===== config.mk =====
export PLATFORM = sky130hd
export DESIGN_NAME = pin_mux_guarded_flat
export DESIGN_NICKNAME = d
export VERILOG_FILES = /design/src/rtl/pin_mux_pkg.sv /design/src/rtl/pin_mux_guarded_if.sv /design/src/rtl/pin_mux_lane.sv /design/src/rtl/pin_mux_guarded.sv /design/src/flat_wrapper.sv
export SDC_FILE = /design/constraint.sdc
export NUM_CORES = 1
export LEC_CHECK = 0
export BUFFER_PORTS_ARGS = -buffer_cell sky130_fd_sc_hd__buf_2
export CAP_MARGIN = 30
export CORE_MARGIN = 4
export CORE_UTILIZATION = 53
export DETAILED_ROUTE_END_ITERATION = 8
export GPL_TIMING_DRIVEN = 0
export PLACE_DENSITY = 0.81
export SLEW_MARGIN = 20
export SYNTH_ARGS = -nofsm -noshare
export SYNTH_HDL_FRONTEND = slang
export SYNTH_HIERARCHICAL = 1
export SYNTH_SLANG_ARGS = --single-unit

===== constraint.sdc =====
create_clock -name clk -period 1.72 [get_ports clk]
set_input_delay 0.086 -clock clk [delete_from_list [all_inputs] [get_ports clk]]
set_output_delay 0.086 -clock clk [all_outputs]
set_load 0.01 [all_outputs]

===== src/rtl/pin_mux_pkg.sv =====
// rtl/pin_mux_pkg.sv - shared constants for the guarded pin-mux fabric
package pin_mux_pkg;

    localparam logic ST_ACTIVE = 1'b0;
    localparam logic ST_GUARD  = 1'b1;

    localparam int CNT_W = 4;

endpackage


===== src/rtl/pin_mux_guarded_if.sv =====
// rtl/pin_mux_guarded_if.sv - pad and per-function signal bundle of the pin-mux fabric
interface pin_mux_guarded_if #(
    parameter int COUNT = 16,
    parameter int FUNCS = 4
) ();
    localparam int SELW = $clog2(FUNCS);

    logic [COUNT-1:0]       io_in;
    logic [COUNT-1:0]       io_out;
    logic [COUNT-1:0]       io_oeb;
    logic [COUNT-1:0]       busy;
    logic [COUNT*FUNCS-1:0] p_in;
    logic [COUNT*FUNCS-1:0] p_out;
    logic [COUNT*FUNCS-1:0] p_oeb;
    logic [COUNT*SELW-1:0]  sel;

    modport master (
        output io_in, p_out, p_oeb, sel,
        input  io_out, io_oeb, p_in, busy
    );

    modport slave (
        input  io_in, p_out, p_oeb, sel,
        output io_out, io_oeb, p_in, busy
    );

endinterface


===== src/rtl/pin_mux_lane.sv =====
// rtl/pin_mux_lane.sv - one pad: switch-over FSM, guard counter, synchroniser, steering
module pin_mux_lane
    import pin_mux_pkg::*;
#(
    parameter int FUNCS       = 4,
    parameter int GUARD       = 2,
    parameter int SYNC_STAGES = 2
) (
    input  logic                       i_clk,
    input  logic                       i_rst,
    input  logic                       i_io_in,
    input  logic [$clog2(FUNCS)-1:0]   i_sel,
    input  logic [FUNCS-1:0]           i_p_out,
    input  logic [FUNCS-1:0]           i_p_oeb,
    output logic [FUNCS-1:0]           o_p_in,
    output logic                       o_io_out,
    output logic                       o_io_oeb,
    output logic                       o_busy
);
    localparam int SELW = $clog2(FUNCS);
    localparam logic [CNT_W-1:0] GUARD_LOAD = (GUARD > 0) ? CNT_W'(GUARD - 1) : '0;

    logic                   r_state;
    logic [SELW-1:0]        r_cur_sel;
    logic [SELW-1:0]        r_tgt_sel;
    logic [CNT_W-1:0]       r_cnt;
    logic [SYNC_STAGES-1:0] r_sync;

    always_ff @(posedge i_clk) begin
        if (i_rst) begin
            r_state   <= ST_ACTIVE;
            r_cur_sel <= '0;
            r_tgt_sel <= '0;
            r_cnt     <= '0;
            r_sync    <= '0;
        end else begin
            r_sync[0] <= i_io_in;
            for (int k = 1; k < SYNC_STAGES; k++) begin
                r_sync[k] <= r_sync[k-1];
            end

            if (r_state == ST_ACTIVE) begin
                if (i_sel != r_cur_sel) begin
                    if (GUARD == 0) begin
                        r_cur_sel <= i_sel;
                    end else begin
                        r_tgt_sel <= i_sel;
                        r_cnt     <= GUARD_LOAD;
                        r_state   <= ST_GUARD;
                    end
                end
            end else begin
                // A new request restarts the guard even if the old one is about to expire
                if (i_sel != r_tgt_sel) begin
                    r_tgt_sel <= i_sel;
                    r_cnt     <= GUARD_LOAD;
                end else if (r_cnt == '0) begin
                    r_cur_sel <= r_tgt_sel;
                    r_state   <= ST_ACTIVE;
                end else begin
                    r_cnt <= r_cnt - 1'b1;
                end
            end
        end
    end

    always_comb begin
        o_p_in   = '0;
        o_io_out = 1'b0;
        o_io_oeb = 1'b1;
        o_busy   = 1'b1;
        if (r_state == ST_ACTIVE) begin
            o_busy            = 1'b0;
            o_io_out          = i_p_out[r_cur_sel];
            o_io_oeb          = i_p_oeb[r_cur_sel];
            o_p_in[r_cur_sel] = r_sync[SYNC_STAGES-1];
        end
    end

endmodule


===== src/rtl/pin_mux_guarded.sv =====
// rtl/pin_mux_guarded.sv - COUNT independent guarded pad lanes plus reset output gate
module pin_mux_guarded
    import pin_mux_pkg::*;
#(
    parameter int COUNT       = 16,
    parameter int FUNCS       = 4,
    parameter int GUARD       = 2,
    parameter int SYNC_STAGES = 2
) (
    input  logic              clk,
    input  logic              rst,
    pin_mux_guarded_if.slave  bus
);
    localparam int SELW = $clog2(FUNCS);

    logic [COUNT-1:0] w_io_out;
    logic [COUNT-1:0] w_io_oeb;

    for (genvar i = 0; i < COUNT; i++) begin : g_lane
        pin_mux_lane #(
            .FUNCS       (FUNCS),
            .GUARD       (GUARD),
            .SYNC_STAGES (SYNC_STAGES)
        ) u_lane (
            .i_clk    (clk),
            .i_rst    (rst),
            .i_io_in  (bus.io_in[i]),
            .i_sel    (bus.sel[i*SELW +: SELW]),
            .i_p_out  (bus.p_out[i*FUNCS +: FUNCS]),
            .i_p_oeb  (bus.p_oeb[i*FUNCS +: FUNCS]),
            .o_p_in   (bus.p_in[i*FUNCS +: FUNCS]),
            .o_io_out (w_io_out[i]),
            .o_io_oeb (w_io_oeb[i]),
            .o_busy   (bus.busy[i])
        );
    end

    // Pads float while reset is held, independent of lane state
    assign bus.io_out = rst ? '0 : w_io_out;
    assign bus.io_oeb = rst ? '1 : w_io_oeb;

endmodule


===== src/flat_wrapper.sv =====
// flat-port wrapper written by rule: the top's interface ports become plain ports
module pin_mux_guarded_flat import pin_mux_pkg::*;
#(
    parameter int COUNT       = 16,
    parameter int FUNCS       = 4,
    parameter int GUARD       = 2,
    parameter int SYNC_STAGES = 2
)
  (clk, rst, bus_io_in, bus_p_out, bus_p_oeb, bus_sel, bus_io_out, bus_io_oeb, bus_p_in, bus_busy);
  pin_mux_guarded_if #(.COUNT(COUNT), .FUNCS(FUNCS)) bus_i ();
  input  logic clk;
  input  logic rst;
  input wire logic [$bits(bus_i.io_in)-1:0] bus_io_in;
  input wire logic [$bits(bus_i.p_out)-1:0] bus_p_out;
  input wire logic [$bits(bus_i.p_oeb)-1:0] bus_p_oeb;
  input wire logic [$bits(bus_i.sel)-1:0] bus_sel;
  output wire logic [$bits(bus_i.io_out)-1:0] bus_io_out;
  output wire logic [$bits(bus_i.io_oeb)-1:0] bus_io_oeb;
  output wire logic [$bits(bus_i.p_in)-1:0] bus_p_in;
  output wire logic [$bits(bus_i.busy)-1:0] bus_busy;
  assign bus_i.io_in = bus_io_in;
  assign bus_i.p_out = bus_p_out;
  assign bus_i.p_oeb = bus_p_oeb;
  assign bus_i.sel = bus_sel;
  assign bus_io_out = bus_i.io_out;
  assign bus_io_oeb = bus_i.io_oeb;
  assign bus_p_in = bus_i.p_in;
  assign bus_busy = bus_i.busy;
  pin_mux_guarded #(.COUNT(COUNT), .FUNCS(FUNCS), .GUARD(GUARD), .SYNC_STAGES(SYNC_STAGES)) u_core (.clk(clk), .rst(rst), .bus(bus_i));
endmodule

==> summary.txt <==
Critical path
  – Worst-path cell with the longest stage delay: sky130_fd_sc_hd__mux4_2
  – Crit path kind: flip-flop to primary output
  – Sort of element at the start of the critical path: flip-flop
  – Buf/Inv on CP: 1
  – Cells along the critical path: mux4_2 -> or2_1 -> or2_1 -> buf_2
  – Crit path required time: 1630 ps
  – CP top delay family: multiplexers
  – Arrival @ worst endpoint: 1960 ps
  – Beginning of the critical path: u_core/g_lane[3].u_lane/r_cur_sel[0]
  – Cell occurring most often along the worst timing path: sky130_fd_sc_hd__or2_1
  – Worst-path fanout max: 2
  – Peak per-stage delay on the critical path: 510 ps
  – Endpoint type of the worst setup path: primary output
  – Crit Reg-Reg Startpoint: u_core/g_lane[2].u_lane/r_cnt[0]

Timing
  – Fin worst setup slack: -329 ps
  – Tightest Pin Transition: 502 ps
  – Number of max-slew violations in the final report: 0
  – Summed negative setup slack over all endpoints: -5480 ps
  – F_max: 488 MHz
  – Share of the clock period used by the worst path after layout: 119%
  – Worst slack on hold paths: 61.4 ps
  – Final hold viol count: 0
  – Count of endpoints failing setup in the final report: 32
  – Slew Limit Headroom: 66.6%
  – Min Tclk post-route: 2050 ps
  – Clock skew after layout: 10.0 ps
  – Setup repair after global routing missed its margin: true

Die
  – Floorplan die height: 147 um
  – Die Width: 147 um
  – Number of placement rows: 50
  – Number of I/O pins: 290
  – Initial standard-cell utilization of the core: 54.3%
  – Core region area: 18900 um2
  – Area of the die: 21600 um2

Global routing
  – Total routing resource utilization after global routing: 25.1%
  – Via count of the first global-routing pass: 9685
  – First-pass GRT wire length: 45.4 mm
  – Number of antenna violations at the first check in global routing: 1
  – Maximum number of pins on one net before global-route repair: 31
  – Total overflow reported by the global router: 0

Final layout
  – ANT cells: 0
  – Layout overhead on the synthesized area: 33.6%
  – Layout cells sized above 1: 38.2%
  – Final instance count without filler cells: 1732
  – Filler cells: 1435
  – Design Area, Final: 13700 um2
  – Number of nets in the final layout: 1653

Power
  – Final Total Pwr: 10.5 mW
  – Relative contribution of combinational cells to total power: 18.2%
  – Leak pwr: 5.90 nW
  – Sequential group share of total power: 42.3%
  – Internal power consumption: 7.70 mW
  – Sw Share: 26.7%
  – Power density over the cells: 767 nW/um2
  – Switching power of the nets: 2.80 mW
  – Worst IR Drop VDD: 639 uV
  – Clock network fraction of design power: 39.5%

Yosys
  – Complex-gate fraction of the synthesized area: 9.32%
  – XOR/XNOR share of the synthesized area: 7.51%
  – Library cells used by synthesis: 48
  – Per-instance average area after synthesis: 9.51 um2
  – Number of synthesized flops with an enable pin: 0
  – Commonest register cell after synthesis: sky130_fd_sc_hd__dfxtp_1
  – FF+latch count, synth: 176
  – Yosys synthesis warning count: 6
  – Simple logic cell fraction of the synthesized area: 31.7%
  – Post-synthesis instance total: 1079
  – Synth Net Count: 1273
  – Area share of fa/ha/maj cells after synthesis: 1.95%
  – Synthesized area: 10300 um2
  – Top cells by area in the synthesized netlist: sky130_fd_sc_hd__dfxtp_1, sky130_fd_sc_hd__mux4_2, sky130_fd_sc_hd__nor2b_1, sky130_fd_sc_hd__a21oi_1, sky130_fd_sc_hd__xnor2_2
  – Top-count cell post-synth: sky130_fd_sc_hd__dfxtp_1
  – Dominant cell type by area after synthesis: sky130_fd_sc_hd__dfxtp_1
  – Mux contribution to synthesized area: 10.4%
  – Synth top area share: 34.3%
  – Most numerous cell types in the synthesized netlist: sky130_fd_sc_hd__dfxtp_1, sky130_fd_sc_hd__nand2_1, sky130_fd_sc_hd__a21oi_1
  – Sequential area share after synthesis: 34.3%
  – Largest family of logic cells by synthesized area: simple AND/OR/NAND/NOR gates
  – Async S/R FF share, synth: 0%

CTS
  – Post-CTS clock slew at the launch and capture registers of the worst setup and hold paths: 70 ps
  – CTS max path bufs: 2
  – # H-tree levels: 4
  – Latest clock arrival within the worst-skew pair: 420 ps
  – Number of CTS-inserted buffers: 17
  – TritonCTS clock tree: built
  – Clock Sinks: 176
  – CTS root buffer: sky130_fd_sc_hd__clkbuf_16

Worst hold path
  – Worst min-delay path startpoint: rst
  – Worst min path class: input pin to flip-flop

Drt
  – Remaining routing DRC violations: 0
  – Number of search-and-repair iterations in the first detailed-routing pass: 4
  – DRT iter0 DRCs: 309
  – Antenna-violating nets left: 0
  – Top Metal Used: met5
  – Total met2 wirelength after detailed routing: 14.7 mm
  – Routed metal-1 wirelength: 11.3 mm
  – Vias/cell: 5.52
  – Detailed route wirelength on metal3: 1.69 mm
  – Wire length after detailed routing: 28.5 mm
  – Routed vias: 9553
  – Routed wire length per instance: 16.5 um

Run status
  – Violated checks: setup timing
  – Status: finished with violations

Placed design
  – HPWL after detailed placement: 19.3 mm
  – Placer Congestion: 0.807
  – Post-detailed-placement cell area: 12100 um2
  – Post-Place Cells: 1629
  – Buffers on Ports: 289

Flow run
  – Number of max-cap violations: 0
## stage by stage
| step | util (%) | setup slack, ps |
|---|---|---|
| floorplan | - | 254 |
| global placement | 63.7 | -24.0 |
| detailed placement | 63.8 | -27.9 |
| CTS | 71.6 | -411 |
| global route | 72.5 | -377 |
| finish | 72.5 | -329 |
## power by group through the flow
stage               clock network (mW)  registers, mW  logic (mW)
floorplan                            0           4.50        1.09
CTS                               4.23           4.44        1.82
global route                      4.40           4.46        2.09
global placement                     0           4.52        1.63
finish                            4.15           4.44        1.91
detailed placement                   0           4.53        1.68
## placed cells by master, fill, tap and decap left out, types with 13 or more instances in the layout
cell type,instances
sky130_fd_sc_hd__xnor2_2,24
sky130_fd_sc_hd__nand2_1,96
sky130_fd_sc_hd__dlygate4sd3_1,48
sky130_fd_sc_hd__nor2_1,56
sky130_fd_sc_hd__nor4bb_1,26
sky130_fd_sc_hd__or2_1,31
sky130_fd_sc_hd__mux2i_1,32
sky130_fd_sc_hd__nor3_1,20
sky130_fd_sc_hd__xor2_1,28
sky130_fd_sc_hd__buf_6,21
sky130_fd_sc_hd__clkbuf_1,22
sky130_fd_sc_hd__inv_1,36
sky130_fd_sc_hd__nor2b_4,13
sky130_fd_sc_hd__nand4_1,16
sky130_fd_sc_hd__nor2b_1,66
sky130_fd_sc_hd__or3_1,36
sky130_fd_sc_hd__ha_1,16
sky130_fd_sc_hd__clkbuf_16,17
sky130_fd_sc_hd__mux4_2,32
sky130_fd_sc_hd__buf_4,32
sky130_fd_sc_hd__dfxtp_1,160
sky130_fd_sc_hd__a21oi_1,84
sky130_fd_sc_hd__buf_2,298
## metal layers
| layer | vias up | track usage [%] |
|---|---|---|
| li1 | 4640 | - |
| met1 | 4521 | 28.2 |
| met2 | 327 | 46.1 |
| met3 | 63 | 5.18 |
| met4 | 2 | 10.1 |
| met5 | - | 0 |
## layout make-up
class                   count  area (um2)  area share [%]
plain buffers              53         275            2.01
clock buffers              18         439            3.20
clock inverters            14         199            1.45
inverters                  36         135           0.986
multi-input cells         800        6450            47.1
flip-flops and latches    176        3570            26.1
well taps                 260         325            2.37
repair buffers            375        2310            16.8
## sequential cells by signal, indices dropped and copies added (netlist names)
register                        cells
u_core/g_lane.u_lane/r_cnt         64
u_core/g_lane.u_lane/r_cur_sel     32
u_core/g_lane.u_lane/r_state       16
u_core/g_lane.u_lane/r_sync        32
u_core/g_lane.u_lane/r_tgt_sel     32
## cells by family after synthesis
logic type | count (synthesis)
AO/OA/AOI/OAI | 148
AND/OR/NAND/NOR | 508
flip-flops | 176
buffers and inverters | 103
XOR/XNOR | 64
multiplexers | 64
adder cells (fa/ha/maj) | 16
## final timing paths
kind         cells after the start  slack (ps)                                 end
max                              4        -330                       bus_io_oeb[3]
min                              2          60  u_core/g_lane[13].u_lane/r_sync[1]
max reg2reg                      6         110    u_core/g_lane[2].u_lane/r_cnt[1]
min reg2reg                      1         440   u_core/g_lane[5].u_lane/r_sync[1]
## what timing repair did
| item | CTS | global route |
|---|---|---|
| endpoints found under the setup margin | 34 | 96 |
| hold buffers | 48 | 0 |
| setup buffers | 31 | 7 |
| endpoints found under the hold margin | 48 | 0 |
| resized for setup | 63 | 74 |
| pin swaps | 3 | 14 |
Power figures use the tool's default switching activity.
